--- src/rtl/irq_request_collector_if.sv ---
`default_nettype none
// ---------------------------------------------------------------------------
// irq_request_collector_if : valid/ready grant channel to the encoder stage
// Revision: 1.0
// ---------------------------------------------------------------------------
interface irq_request_collector_if #(
  parameter int IDX_W = 3
);
  logic             valid_o;
  logic [IDX_W-1:0] idx_o;
  logic             ready_i;

  modport master (output valid_o, output idx_o, input ready_i);
  modport slave  (input valid_o, input idx_o, output ready_i);
endinterface
`default_nettype wire

--- src/rtl/irq_request_collector.sv ---
`default_nettype none
// ---------------------------------------------------------------------------
// irq_request_collector : sync + edge-detect requests, sticky pending, grant
// Revision: 1.0
// ---------------------------------------------------------------------------
module irq_request_collector #(
  parameter int N           = 8,
  parameter int IDX_W       = 3,
  parameter int SYNC_STAGES = 2,
  parameter int DROP_W      = 8
) (
  input  wire logic                  clk,
  input  wire logic                  rst_n,
  input  wire logic [N-1:0]          req_i,
  input  wire logic [N-1:0]          mask_i,
  output logic      [N-1:0]          pending_o,
  output logic      [DROP_W-1:0]     drop_cnt_o,
  irq_request_collector_if.master    irq
);

  localparam logic [DROP_W-1:0] c_drop_max = {DROP_W{1'b1}};

  generate
    if (IDX_W != $clog2(N)) begin : g_chk_idx_w
      $error("IDX_W must equal clog2(N)");
    end
    if (SYNC_STAGES < 2) begin : g_chk_sync
      $error("SYNC_STAGES must be at least 2");
    end
  endgenerate

  typedef enum logic [0:0] {
    ST_IDLE    = 1'b0,
    ST_PRESENT = 1'b1
  } state_t;

  state_t            r_state;
  state_t            w_state_nxt;
  logic [IDX_W-1:0]  r_idx;
  logic [IDX_W-1:0]  w_idx_nxt;
  logic [N-1:0]      r_sync [SYNC_STAGES];
  logic [N-1:0]      r_sync_d;
  logic [N-1:0]      r_pending;
  logic [DROP_W-1:0] r_drop_cnt;

  logic [N-1:0]      w_edge;
  logic [N-1:0]      w_clr;
  logic [N-1:0]      w_elig;
  logic [IDX_W-1:0]  w_sel;
  logic              w_any;
  logic              w_accept;
  logic              w_drop;

  always_ff @(posedge clk or negedge rst_n) begin
    if (!rst_n) begin
      for (int s = 0; s < SYNC_STAGES; s++) begin
        r_sync[s] <= '0;
      end
      r_sync_d <= '0;
    end else begin
      r_sync[0] <= req_i;
      for (int s = 1; s < SYNC_STAGES; s++) begin
        r_sync[s] <= r_sync[s-1];
      end
      r_sync_d <= r_sync[SYNC_STAGES-1];
    end
  end

  assign w_edge   = r_sync[SYNC_STAGES-1] & ~r_sync_d;
  assign w_accept = (r_state == ST_PRESENT) && irq.ready_i;
  assign w_elig   = r_pending & mask_i;
  assign w_any    = |w_elig;
  // A new edge on the bit being served is neither a drop nor lost: set wins.
  assign w_drop   = |(w_edge & r_pending & ~w_clr);

  always_comb begin
    w_clr = '0;
    if (w_accept) begin
      w_clr[r_idx] = 1'b1;
    end
  end

  always_comb begin
    w_sel = '0;
    for (int i = 0; i < N; i++) begin
      if (w_elig[i]) begin
        w_sel = IDX_W'(i);
      end
    end
  end

  always_ff @(posedge clk or negedge rst_n) begin
    if (!rst_n) begin
      r_pending  <= '0;
      r_drop_cnt <= '0;
    end else begin
      r_pending <= (r_pending & ~w_clr) | w_edge;
      if (w_drop && (r_drop_cnt != c_drop_max)) begin
        r_drop_cnt <= r_drop_cnt + DROP_W'(1);
      end
    end
  end

  always_ff @(posedge clk or negedge rst_n) begin
    if (!rst_n) begin
      r_state <= ST_IDLE;
      r_idx   <= '0;
    end else begin
      r_state <= w_state_nxt;
      r_idx   <= w_idx_nxt;
    end
  end

  // idx is captured only on entry to PRESENT, so it stays stable while presented.
  always_comb begin
    w_state_nxt = r_state;
    w_idx_nxt   = r_idx;
    case (r_state)
      ST_IDLE: begin
        if (w_any) begin
          w_state_nxt = ST_PRESENT;
          w_idx_nxt   = w_sel;
        end
      end
      ST_PRESENT: begin
        if (irq.ready_i) begin
          w_state_nxt = ST_IDLE;
        end
      end
      default: begin
        w_state_nxt = ST_IDLE;
      end
    endcase
  end

  assign irq.valid_o = (r_state == ST_PRESENT);
  assign irq.idx_o   = r_idx;
  assign pending_o   = r_pending;
  assign drop_cnt_o  = r_drop_cnt;

endmodule
`default_nettype wire

--- src/flat_wrapper.sv ---
// flat-port wrapper written by rule: the top's interface ports become plain ports
module irq_request_collector_flat 
#(
  parameter int N           = 8,
  parameter int IDX_W       = 3,
  parameter int SYNC_STAGES = 2,
  parameter int DROP_W      = 8
)
  (clk, rst_n, req_i, mask_i, pending_o, drop_cnt_o, irq_valid_o, irq_idx_o, irq_ready_i);
  irq_request_collector_if #(.IDX_W(IDX_W)) irq_i ();
  input  wire logic clk;
  input  wire logic rst_n;
  input  wire logic [N-1:0] req_i;
  input  wire logic [N-1:0] mask_i;
  output logic      [N-1:0] pending_o;
  output logic      [DROP_W-1:0] drop_cnt_o;
  output wire logic [$bits(irq_i.valid_o)-1:0] irq_valid_o;
  output wire logic [$bits(irq_i.idx_o)-1:0] irq_idx_o;
  input wire logic [$bits(irq_i.ready_i)-1:0] irq_ready_i;
  assign irq_valid_o = irq_i.valid_o;
  assign irq_idx_o = irq_i.idx_o;
  assign irq_i.ready_i = irq_ready_i;
  irq_request_collector #(.N(N), .IDX_W(IDX_W), .SYNC_STAGES(SYNC_STAGES), .DROP_W(DROP_W)) u_core (.clk(clk), .rst_n(rst_n), .req_i(req_i), .mask_i(mask_i), .pending_o(pending_o), .drop_cnt_o(drop_cnt_o), .irq(irq_i));
endmodule
--- config.mk ---
export PLATFORM = sky130hd
export DESIGN_NAME = irq_request_collector_flat
export DESIGN_NICKNAME = d
export VERILOG_FILES = /design/src/rtl/irq_request_collector_if.sv /design/src/rtl/irq_request_collector.sv /design/src/flat_wrapper.sv
export SDC_FILE = /design/constraint.sdc
export NUM_CORES = 1
export LEC_CHECK = 0
export BUFFER_PORTS_ARGS = -buffer_cell sky130_fd_sc_hd__buf_2
export CAP_MARGIN = 0
export CORE_MARGIN = 4
export CORE_UTILIZATION = 51
export CTS_CLUSTER_DIAMETER = 200
export DETAILED_ROUTE_END_ITERATION = 6
export HOLD_SLACK_MARGIN = 0.12
export PLACE_DENSITY = 0.76
export SLEW_MARGIN = 20
export SYNTH_ARGS = -nofsm -noshare
export SYNTH_HDL_FRONTEND = slang
export SYNTH_SLANG_ARGS = --single-unit
--- constraint.sdc ---
create_clock -name clk -period 2.4 [get_ports clk]
set_input_delay 0.6 -clock clk [delete_from_list [all_inputs] [get_ports clk]]
set_output_delay 0.6 -clock clk [all_outputs]
set_load 0.02 [all_outputs]
==> flow_summary.json <==
{
  "status": "complete, no violations",
  "startpoint_type": "flip-flop",
  "initial_core_util_pct": 53.6,
  "dr.pass1.iters": 4,
  "path_cells": "nand3_1, o21ai_0, o22a_2, o221ai_2, or2_1, and3_1, xor2_1",
  "async_flop_share_pct": 100,
  "setup_tns_ps": 0,
  "worst-path-buf-inv": 0,
  "p_per_area_nw_per_um2": 1250,
  "place_ws_ps": 243,
  "clk_pin_slew_ps": 120,
  "cts_root_buf": "clkbuf_4",
  "slowest_stage": "dfrtp_1",
  "min_period_ps": 1960,
  "gp_congestion": 0.842,
  "r2r_end": "u_core.drop_cnt_o[2]",
  "grt_pass1_vias": 1084,
  "drive_above_1_share_pct": 36.0,
  "dr.first_iter.drc_count": 56,
  "synth-edff-count": 0,
  "post_cts_buffers": 0,
  "num_rows": 20,
  "wl_per_cell_um": 13.9,
  "final_nets": 191,
  "die_h_um": 64.6,
  "worstSetupEndpointType": "flip-flop",
  "via_count": 1103,
  "worstMarginPinSlew_ps": 520,
  "yosysWarnings": 0,
  "grt_start_max_net_pins": 45,
  "grt_pass1_wl_um": 5110,
  "insertion_delay_ps": 340,
  "p_leak_nw": 0.914,
  "ir_drop_mv": 0.635,
  "ctsResizeCount": 0,
  "yosys.area.top_type_share_pct": 67.3,
  "synthMostInstantiatedCell": "dfrtp_1",
  "n_fill_cell": 247,
  "syn_inst": 125,
  "die_w_um": 64.6,
  "drc": 0,
  "finClkSkew_ps": 5.03,
  "antenna_left": 0,
  "core_area_um2": 3050,
  "grtUsageTotal_pct": 16.4,
  "vias_per_cell": 5.11,
  "synth_ff_type": "dfrtp_1",
  "antenna_found_initial": 0,
  "final_util_pct": 66.1,
  "cts_made_buffers": 5,
  "clockBufferDepth": 2,
  "max_freq_ghz": 0.511,
  "r2r-start": "u_core.irq.valid_o",
  "synth_seq_cells": 44,
  "area_growth_pct": 23.2,
  "n_antenna_cell": 0,
  "startpoint": "u_core.irq.valid_o",
  "r2r_cells": 7,
  "rsz0062_at_grt": "false",
  "cp_slowest_stage_delay_ps": 480,
  "synth_cell_types": 30,
  "worstPathRequired_ps": 2640,
  "critPathKind": "reg2reg",
  "cpLargestDelayFamily": "simple AND/OR/NAND/NOR gates",
  "slew_headroom_pct": 65.3,
  "arrival_ps": 2200,
  "synth_top_cell_by_area": "dfrtp_1",
  "placed_cell_area_um2": 1890,
  "synth-seq-area-share_pct": 67.3,
  "fin_ws_ps": 443,
  "portBuffers": 38,
  "final_cell_area_um2": 2020,
  "reg2reg_slack_ps": 440,
  "max_cap_viol_count": 0,
  "syn-mean-instance-area_um2": 13.1,
  "syn_area_um2": 1640,
  "place_hpwl_um": 2320,
  "dieArea_um2": 4180,
  "cts_tree": "done",
  "cts.sinks": 44,
  "drv_slew": 0,
  "cts_hold_buf": 0,
  "synth_common_cells": "dfrtp_1 (44), nand2_1 (12), a21oi_1 (7), o21ai_0 (6), or2b_2 (6)",
  "hold_path_class": "in2async",
  "gr-total-overflow": 0,
  "setup_violations": 0,
  "wl_um": 3000,
  "post-route-period-util_pct": 81.5,
  "cts.htree.levels": 2,
  "cp_max_fo": 6,
  "pin_count": 39,
  "synth.top_cells.by_area": "dfrtp_1 (67%), or2b_2 (3.2%), nand2_1 (2.8%), a21oi_1 (2.1%), xor2_1 (2.1%)",
  "postSynthNetCount": 145,
  "total_power_mw": 2.53,
  "final_hold_viol_count": 0
}
-- registers in the layout, indices dropped and copies added (netlist names) --
register,count
u_core.pending_o,8
u_core.r_sync,16
u_core.r_sync_d,8
u_core.drop_cnt_o,8
u_core.irq.idx_o,3
u_core.irq.valid_o,1
-- through the flow --
step                      hold WS (ps)  cells
after global placement             332    208
after global routing               314    216
final                              301    216
after floorplan                    304    125
after CTS                          308    216
after detailed placement           336    208
-- final cells by class --
class | count | area [um^2] | share of cell area, %
timing repair buffer | 39 | 198 | 9.80
multi-input combinational | 78 | 524 | 26.0
clock buffer | 5 | 37.5 | 1.86
tap | 44 | 55.1 | 2.73
clock inverter | 3 | 90.1 | 4.47
inverter | 3 | 11.3 | 0.558
sequential | 44 | 1100 | 54.6
-- power breakdown --
part / total (mW) / switching [mW] / internal (mW)
clock: 0.650 / 0.221 / 0.429
combinational: 0.787 / 0.482 / 0.305
sequential: 1.09 / 0.186 / 0.904
-- layer usage --
layer  up-vias  global-route usage, %  share of wire [%]  wire, um
met4         0                   7.12                1.4        42
met2        41                   26.7                 49      1470
met5         -                      0                  0         0
li1        533                      -                  -         -
met3         4                   5.03                8.1       242
met1       525                   20.1                 41      1240
-- worst max-delay path by stage --
stage / end / cells past startpoint
finish: u_core.drop_cnt_o[2] / 7
global route: u_core.drop_cnt_o[2] / 7
global placement: u_core.drop_cnt_o[1] / 6
detailed placement: u_core.drop_cnt_o[2] / 8
floorplan: u_core.drop_cnt_o[2] / 7
CTS: u_core.drop_cnt_o[2] / 7
-- cell usage in the layout, fill, tap and decap left out, drive strengths merged, types with 3 or more instances in the layout --
master,Yosys,routed
dfrtp,44,44
buf,0,39
nand2,12,12
a21oi,7,7
o21ai,7,7
or2b,6,6
nand2b,5,5
nor2,5,5
clkbuf,0,5
nand3,4,4
a22oi,4,4
xor2,4,4
inv,3,3
bufinv,0,3
-- cells by family (layout without fill, tap and decap cells) --
family                   after synthesis  in the layout  synth area share [%]
AND/OR/NAND/NOR                       40             40                  13.5
XOR/XNOR                               6              6                  3.21
buffers and inverters                  3             50                 0.688
flip-flops                            44             44                  67.3
multiplexers                           1              1                 0.688
AO/OA/AOI/OAI                         30             30                  13.9
adder cells (fa/ha/maj)                1              1                 0.764
-- worst reg2reg max path, delay by kind of cell, from the launching register on --
kind             cells  cell delay, ps
AND/OR/NAND/NOR      3             620
AO/OA/AOI/OAI        3             620
flip-flops           1             480
XOR/XNOR             1             140
Note: power is estimated with default switching activity, not from simulation.
